===== src/rtl/imsic_pkg.sv =====
// Shared definitions for the IMSIC MSI transmitter: msi_info field geometry,
// FSM state encoding and interrupt-file index constants.
package imsic_pkg;

  typedef enum logic [1:0] {
    IDLE,
    HIGH,
    LOW
  } msi_state_e;

  localparam int unsigned M_FILE = 0;
  localparam int unsigned S_FILE = 1;

  function automatic int unsigned hart_width(input int unsigned nr_harts);
    return (nr_harts > 1) ? $clog2(nr_harts) : 1;
  endfunction

  function automatic int unsigned file_width(input int unsigned nr_files);
    return $clog2(nr_files);
  endfunction

  function automatic int unsigned src_width(input int unsigned nr_src);
    return $clog2(nr_src);
  endfunction

  function automatic int unsigned msi_info_width(input int unsigned nr_harts,
                                                 input int unsigned nr_files,
                                                 input int unsigned nr_src);
    return hart_width(nr_harts) + file_width(nr_files) + src_width(nr_src);
  endfunction

  // msi_info is {hart, file, setipnum}, MSB..LSB
  function automatic int unsigned file_lsb(input int unsigned nr_src);
    return src_width(nr_src);
  endfunction

  function automatic int unsigned hart_lsb(input int unsigned nr_src,
                                           input int unsigned nr_files);
    return src_width(nr_src) + file_width(nr_files);
  endfunction

  function automatic int unsigned cnt_width(input int unsigned high_cyc,
                                            input int unsigned low_cyc);
    return $clog2((high_cyc > low_cyc) ? high_cyc : low_cyc) + 1;
  endfunction

  localparam int unsigned SETIPNUM_LSB = 0;
  localparam int unsigned FILE_LSB     = file_lsb(32);
  localparam int unsigned HART_LSB     = hart_lsb(32, 7);

endpackage


===== src/rtl/imsic_msi_fifo.sv =====
// Synchronous request FIFO; pointers carry an extra wrap bit so full and
// empty are distinguished without a separate occupancy counter.
module imsic_msi_fifo
  import imsic_pkg::*;
#(
  parameter int unsigned DEPTH = 4,
  parameter int unsigned WIDTH = 10
) (
  input  logic             clk,
  input  logic             rstn,
  input  logic             push,
  input  logic [WIDTH-1:0] din,
  input  logic             pop,
  output logic [WIDTH-1:0] dout,
  output logic             full,
  output logic             empty
);

  localparam int unsigned AW = $clog2(DEPTH);

  logic [WIDTH-1:0] mem [DEPTH];
  logic [AW:0]      wr_ptr;
  logic [AW:0]      rd_ptr;

  assign empty = (wr_ptr == rd_ptr);
  assign full  = (wr_ptr[AW] != rd_ptr[AW]) && (wr_ptr[AW-1:0] == rd_ptr[AW-1:0]);
  assign dout  = mem[rd_ptr[AW-1:0]];

  always_ff @(posedge clk or negedge rstn) begin
    if (!rstn) begin
      wr_ptr <= '0;
      rd_ptr <= '0;
    end else begin
      if (push && !full) wr_ptr <= wr_ptr + (AW+1)'(1);
      if (pop && !empty) rd_ptr <= rd_ptr + (AW+1)'(1);
    end
  end

  always_ff @(posedge clk) begin
    if (push && !full) mem[wr_ptr[AW-1:0]] <= din;
  end

endmodule


===== src/rtl/imsic_msi_tx.sv =====
// Bus-side MSI transmitter: filters setipnum requests, buffers them and
// replays each as a timed msi_info_vld pulse with msi_info held stable.
module imsic_msi_tx
  import imsic_pkg::*;
#(
  parameter  int unsigned NR_INTP_FILES   = 7,
  parameter  int unsigned NR_HARTS        = 4,
  parameter  int unsigned NR_SRC          = 32,
  parameter  int unsigned FIFO_DEPTH      = 4,
  parameter  int unsigned VLD_HIGH_CYC    = 4,
  parameter  int unsigned VLD_LOW_CYC     = 8,
  localparam int unsigned NR_HARTS_WIDTH  = hart_width(NR_HARTS),
  localparam int unsigned INTP_FILE_WIDTH = file_width(NR_INTP_FILES),
  localparam int unsigned NR_SRC_WIDTH    = src_width(NR_SRC),
  localparam int unsigned MSI_INFO_WIDTH  = NR_HARTS_WIDTH + INTP_FILE_WIDTH + NR_SRC_WIDTH
) (
  input  logic                       clk,
  input  logic                       rstn,
  input  logic                       i_req_vld,
  output logic                       o_req_rdy,
  input  logic [NR_HARTS_WIDTH-1:0]  i_req_hart,
  input  logic [INTP_FILE_WIDTH-1:0] i_req_file,
  input  logic [NR_SRC_WIDTH-1:0]    i_req_setipnum,
  output logic [MSI_INFO_WIDTH-1:0]  o_msi_info,
  output logic                       o_msi_info_vld,
  output logic                       o_busy,
  output logic [7:0]                 o_drop_cnt
);

  localparam int unsigned      CNT_W     = cnt_width(VLD_HIGH_CYC, VLD_LOW_CYC);
  localparam logic [CNT_W-1:0] HIGH_LOAD = CNT_W'(VLD_HIGH_CYC - 1);
  localparam logic [CNT_W-1:0] LOW_LOAD  = CNT_W'(VLD_LOW_CYC - 1);

  msi_state_e                state;
  logic [CNT_W-1:0]          cnt;
  logic                      accept;
  logic                      req_ok;
  logic                      push;
  logic                      pop;
  logic                      full;
  logic                      empty;
  logic [MSI_INFO_WIDTH-1:0] fifo_dout;

  // Ready depends only on stored state; a pop while full frees space next cycle.
  assign o_req_rdy = rstn & ~full;
  assign accept    = i_req_vld & o_req_rdy;

  assign req_ok = (i_req_setipnum != '0)
               && (32'(i_req_setipnum) < NR_SRC)
               && (32'(i_req_file) < NR_INTP_FILES)
               && (32'(i_req_hart) < NR_HARTS);

  assign push = accept & req_ok;

  always_ff @(posedge clk or negedge rstn) begin
    if (!rstn) begin
      o_drop_cnt <= '0;
    end else if (accept && !req_ok && o_drop_cnt != '1) begin
      o_drop_cnt <= o_drop_cnt + 8'd1;
    end
  end

  imsic_msi_fifo #(
    .DEPTH (FIFO_DEPTH),
    .WIDTH (MSI_INFO_WIDTH)
  ) u_fifo (
    .clk   (clk),
    .rstn  (rstn),
    .push  (push),
    .din   ({i_req_hart, i_req_file, i_req_setipnum}),
    .pop   (pop),
    .dout  (fifo_dout),
    .full  (full),
    .empty (empty)
  );

  assign pop    = ~empty && ((state == IDLE) || (state == LOW && cnt == '0));
  assign o_busy = (state != IDLE) | ~empty;

  always_ff @(posedge clk or negedge rstn) begin
    if (!rstn) begin
      state          <= IDLE;
      cnt            <= '0;
      o_msi_info     <= '0;
      o_msi_info_vld <= 1'b0;
    end else begin
      unique case (state)
        IDLE: begin
          if (pop) begin
            o_msi_info     <= fifo_dout;
            o_msi_info_vld <= 1'b1;
            cnt            <= HIGH_LOAD;
            state          <= HIGH;
          end
        end
        HIGH: begin
          if (cnt == '0) begin
            o_msi_info_vld <= 1'b0;
            cnt            <= LOW_LOAD;
            state          <= LOW;
          end else begin
            cnt <= cnt - CNT_W'(1);
          end
        end
        LOW: begin
          if (cnt != '0) begin
            cnt <= cnt - CNT_W'(1);
          end else if (pop) begin
            o_msi_info     <= fifo_dout;
            o_msi_info_vld <= 1'b1;
            cnt            <= HIGH_LOAD;
            state          <= HIGH;
          end else begin
            state <= IDLE;
          end
        end
        default: state <= IDLE;
      endcase
    end
  end

endmodule

===== config.mk =====
export PLATFORM = sky130hd
export DESIGN_NAME = imsic_msi_tx
export DESIGN_NICKNAME = d
export VERILOG_FILES = /design/src/rtl/imsic_pkg.sv /design/src/rtl/imsic_msi_fifo.sv /design/src/rtl/imsic_msi_tx.sv
export SDC_FILE = /design/constraint.sdc
export NUM_CORES = 1
export LEC_CHECK = 0
export ABC_AREA = 1
export CORE_ASPECT_RATIO = 1.1
export CORE_UTILIZATION = 60
export DETAILED_ROUTE_END_ITERATION = 6
export PLACE_DENSITY = 0.84
export SYNTH_ARGS = -nofsm -noshare
export SYNTH_HDL_FRONTEND = slang
export SYNTH_SLANG_ARGS = --single-unit

===== constraint.sdc =====
create_clock -name clk -period 6.5 [get_ports clk]
set_clock_uncertainty 0.2 [all_clocks]
set_input_delay 1.3 -clock clk [delete_from_list [all_inputs] [get_ports clk]]
set_output_delay 1.3 -clock clk [all_outputs]
set_load 0.005 [all_outputs]

==> out/metrics.cfg <==
[timing]
worst_slew_pin_slew_ns = 0.915
rsz0062_at_grt = false
finalCritPeriodShare_pct = 66.3
maxSlewHeadroom_pct = 38.7
tns_ns = 0
fmax_mhz = 232
min_period_ns = 4.31
hold_violations = 0
whs_ns = 0.273
setup_ws_ns = 2.19
setup_viol = 0
slew_violations = 0

[cts]
cts_made_buffers = 9
clk_pin_slew_ns = 0.07
clockBufferDepth = 2
post_cts_buffers = 0
clk_latency_ns = 0.34
clock-sinks = 71
htree_levels = 3
ctsResizeCount = 0
cts_root_buf = clkbuf_8
cts_tree = built
cts.hold.buffers_added = 0

[pwr]
p_switching_uw = 703
ir_drop_v = 0.000289
power_frac_clock_pct = 19.8
comb_power_share_pct = 41.0
p_seq_share_pct = 39.2
p_int_mw = 1.09
swShare_pct = 39.2
p_per_area_nw_per_um2 = 466
leakage_nw = 1.62

[drt]
wl_met2_um = 3140
highest_layer = met4
first_iter_violations = 131
vias = 2399
wl_met3_um = 286
viasPerCell = 5.46
drt_pass1_iterations = 5
wire_per_inst_um = 14.3
m1WireLength_um = 2750
finalWirelength_um = 6260
ant_nets = 0
drc = 0

[worst_setup_path]
startpoint_type = primary input
cp-end-kind = output port
path_delay_family = buffers and inverters
crit_top_cell = clkdlybuf4s50_1
crit_arrival_ns = 2.81
crit_path_cell_trace = clkdlybuf4s50_1 > buf_4 > nand2_1 > inv_1 > clkdlybuf4s50_1
cp.required_ns = 5.00
worst_path_max_delay_cell = clkdlybuf4s50_1
max_stage_delay_ns = 0.50
critPathMaxFanout = 33
worstSetupPathType = primary input to output port
critPathBufInv = 4

[run]
maxCapViolCount = 0

[floorplanning]
initial_utilization_pct = 63.6
io_pins = 34
die-area_um2 = 5740
rows = 27
core_area_um2 = 5130
die_w_um = 72.4
dieHeight_um = 79.4

[global_route]
grt_pass1_wl_um = 10400
antenna_found_initial = 0
grtUsageTotal_pct = 24.8
grt_max_degree = 34
grt_pass1_vias = 2225
gr-total-overflow = 0

[yosys]
synth.distinct_cells = 25
synth-seq-cells = 71
seq_area_frac_synth_pct = 60.5
synth.avg_cell_area_um2 = 10.0
synth_top_area_share_pct = 36.8
yosys-top-cells-area = edfxtp_1, dfrtp_1, nand2_1
synthCells = 326
ys.warnings.count = 0
syn_nets = 350
yosys.area.top_type = edfxtp_1
synth_area_um2 = 3270

[final_layout]
seqCellArea_um2 = 1980
layout_commonest_cell = nand2_1
num-fill-cells = 370
finalNetCount = 386
instances_no_fill = 439
area_growth_pct = 17.7
diodes = 0
final_cell_mix = nand2_1, edfxtp_1, nor2_1
final_cell_area_um2 = 3840
multi_input_area_um2 = 1120
drive_above_1_share_pct = 8.99

[place]
placed_cell_area_um2 = 3640
io_buffers = 33
placed_cells = 423
place_congestion = 0.855
dp_worst_setup_slack_ns = 2.15
hpwl_um = 4130

[run_status]
run_status = complete, no violations

[min_path]
hold_class = flop to flop

cells in the mapped netlist, drive strengths merged:
master / instances
dfrtp: 31
nand3: 23
inv: 31
clkbuf: 6
nand2: 78
buf: 3
o2111ai: 1
nor3: 4
nand4: 1
o22ai: 10
a21oi: 4
nor2: 38
xor2: 9
ha: 11
o21ai: 36
edfxtp: 40
stage by stage:
step / power, mW / util (%)
final: 1.79 / 74.9
after global routing: 1.94 / 74.9
after CTS: 1.80 / 74.9
after detailed placement: 1.44 / 71.0
after global placement: 1.41 / 71.0
after floorplan: 1.19 / -
kinds of logic (layout without fill, tap and decap cells):
kind of cell	count (synthesis)	in the layout	share of synthesized area, %
flops	71	71	60.5
fa+ha+maj	11	11	4.21
compound gates	51	51	8.66
buf+inv	40	81	5.09
simple gates	144	144	19.1
xor+xnor	9	9	2.41
worst paths after layout:
kind                                               from                      endpoint  slack [ns]  depth (start not counted)
setup reg to reg           u_fifo.rd_ptr[0]$_DFFE_PN0P_    u_fifo.mem[2][0]$_DFFE_PP_        3.28                          8
min in group asynchronous                          rstn     o_msi_info[1]$_DFFE_PN0P_        1.16                          2
setup / recovery                                   rstn                     o_req_rdy        2.19                          5
hold reg to reg               o_msi_info[5]$_DFFE_PN0P_     o_msi_info[5]$_DFFE_PN0P_        0.27                          2
hold / removal                o_msi_info[5]$_DFFE_PN0P_     o_msi_info[5]$_DFFE_PN0P_        0.27                          2
max in group asynchronous                          rstn  u_fifo.wr_ptr[0]$_DFFE_PN0P_        4.62                          2
per-layer routing:
metal / GRT usage (%) / up-vias
li1: - / 1161
met1: 32.8 / 1150
met2: 39.1 / 82
met3: 4.42 / 6
met4: 12.7 / 0
met5: 0 / -
sequential cells by signal, indices dropped and copies added (netlist names):
register / count
u_fifo.mem: 40
o_msi_info: 10
o_drop_cnt: 8
cnt: 4
u_fifo.rd_ptr: 3
u_fifo.wr_ptr: 3
state: 2
o_msi_info_vld: 1
area by class of cell:
| cell class | count | area share (%) |
|---|---|---|
| multi-input cells | 215 | 29.2 |
| clock inverters | 5 | 1.53 |
| repair buffers | 34 | 8.79 |
| well taps | 72 | 2.34 |
| clock buffers | 11 | 3.68 |
| flip-flops and latches | 71 | 51.4 |
| inverters | 31 | 3.03 |
worst min-delay path, stage by stage, from the launching register on:
cell and delay, ns:
dfrtp_1 0.34, nand2_1 0.05, nand2_1 0.04
power groups by stage:
stage | clock network [mW] | logic, mW | registers (mW)
after global routing | 0.377 | 0.844 | 0.721
final | 0.354 | 0.735 | 0.704
after CTS | 0.359 | 0.737 | 0.704
after floorplan | 0 | 0.515 | 0.678
after detailed placement | 0 | 0.729 | 0.711
after global placement | 0 | 0.701 | 0.706
Power figures use the tool's default switching activity.
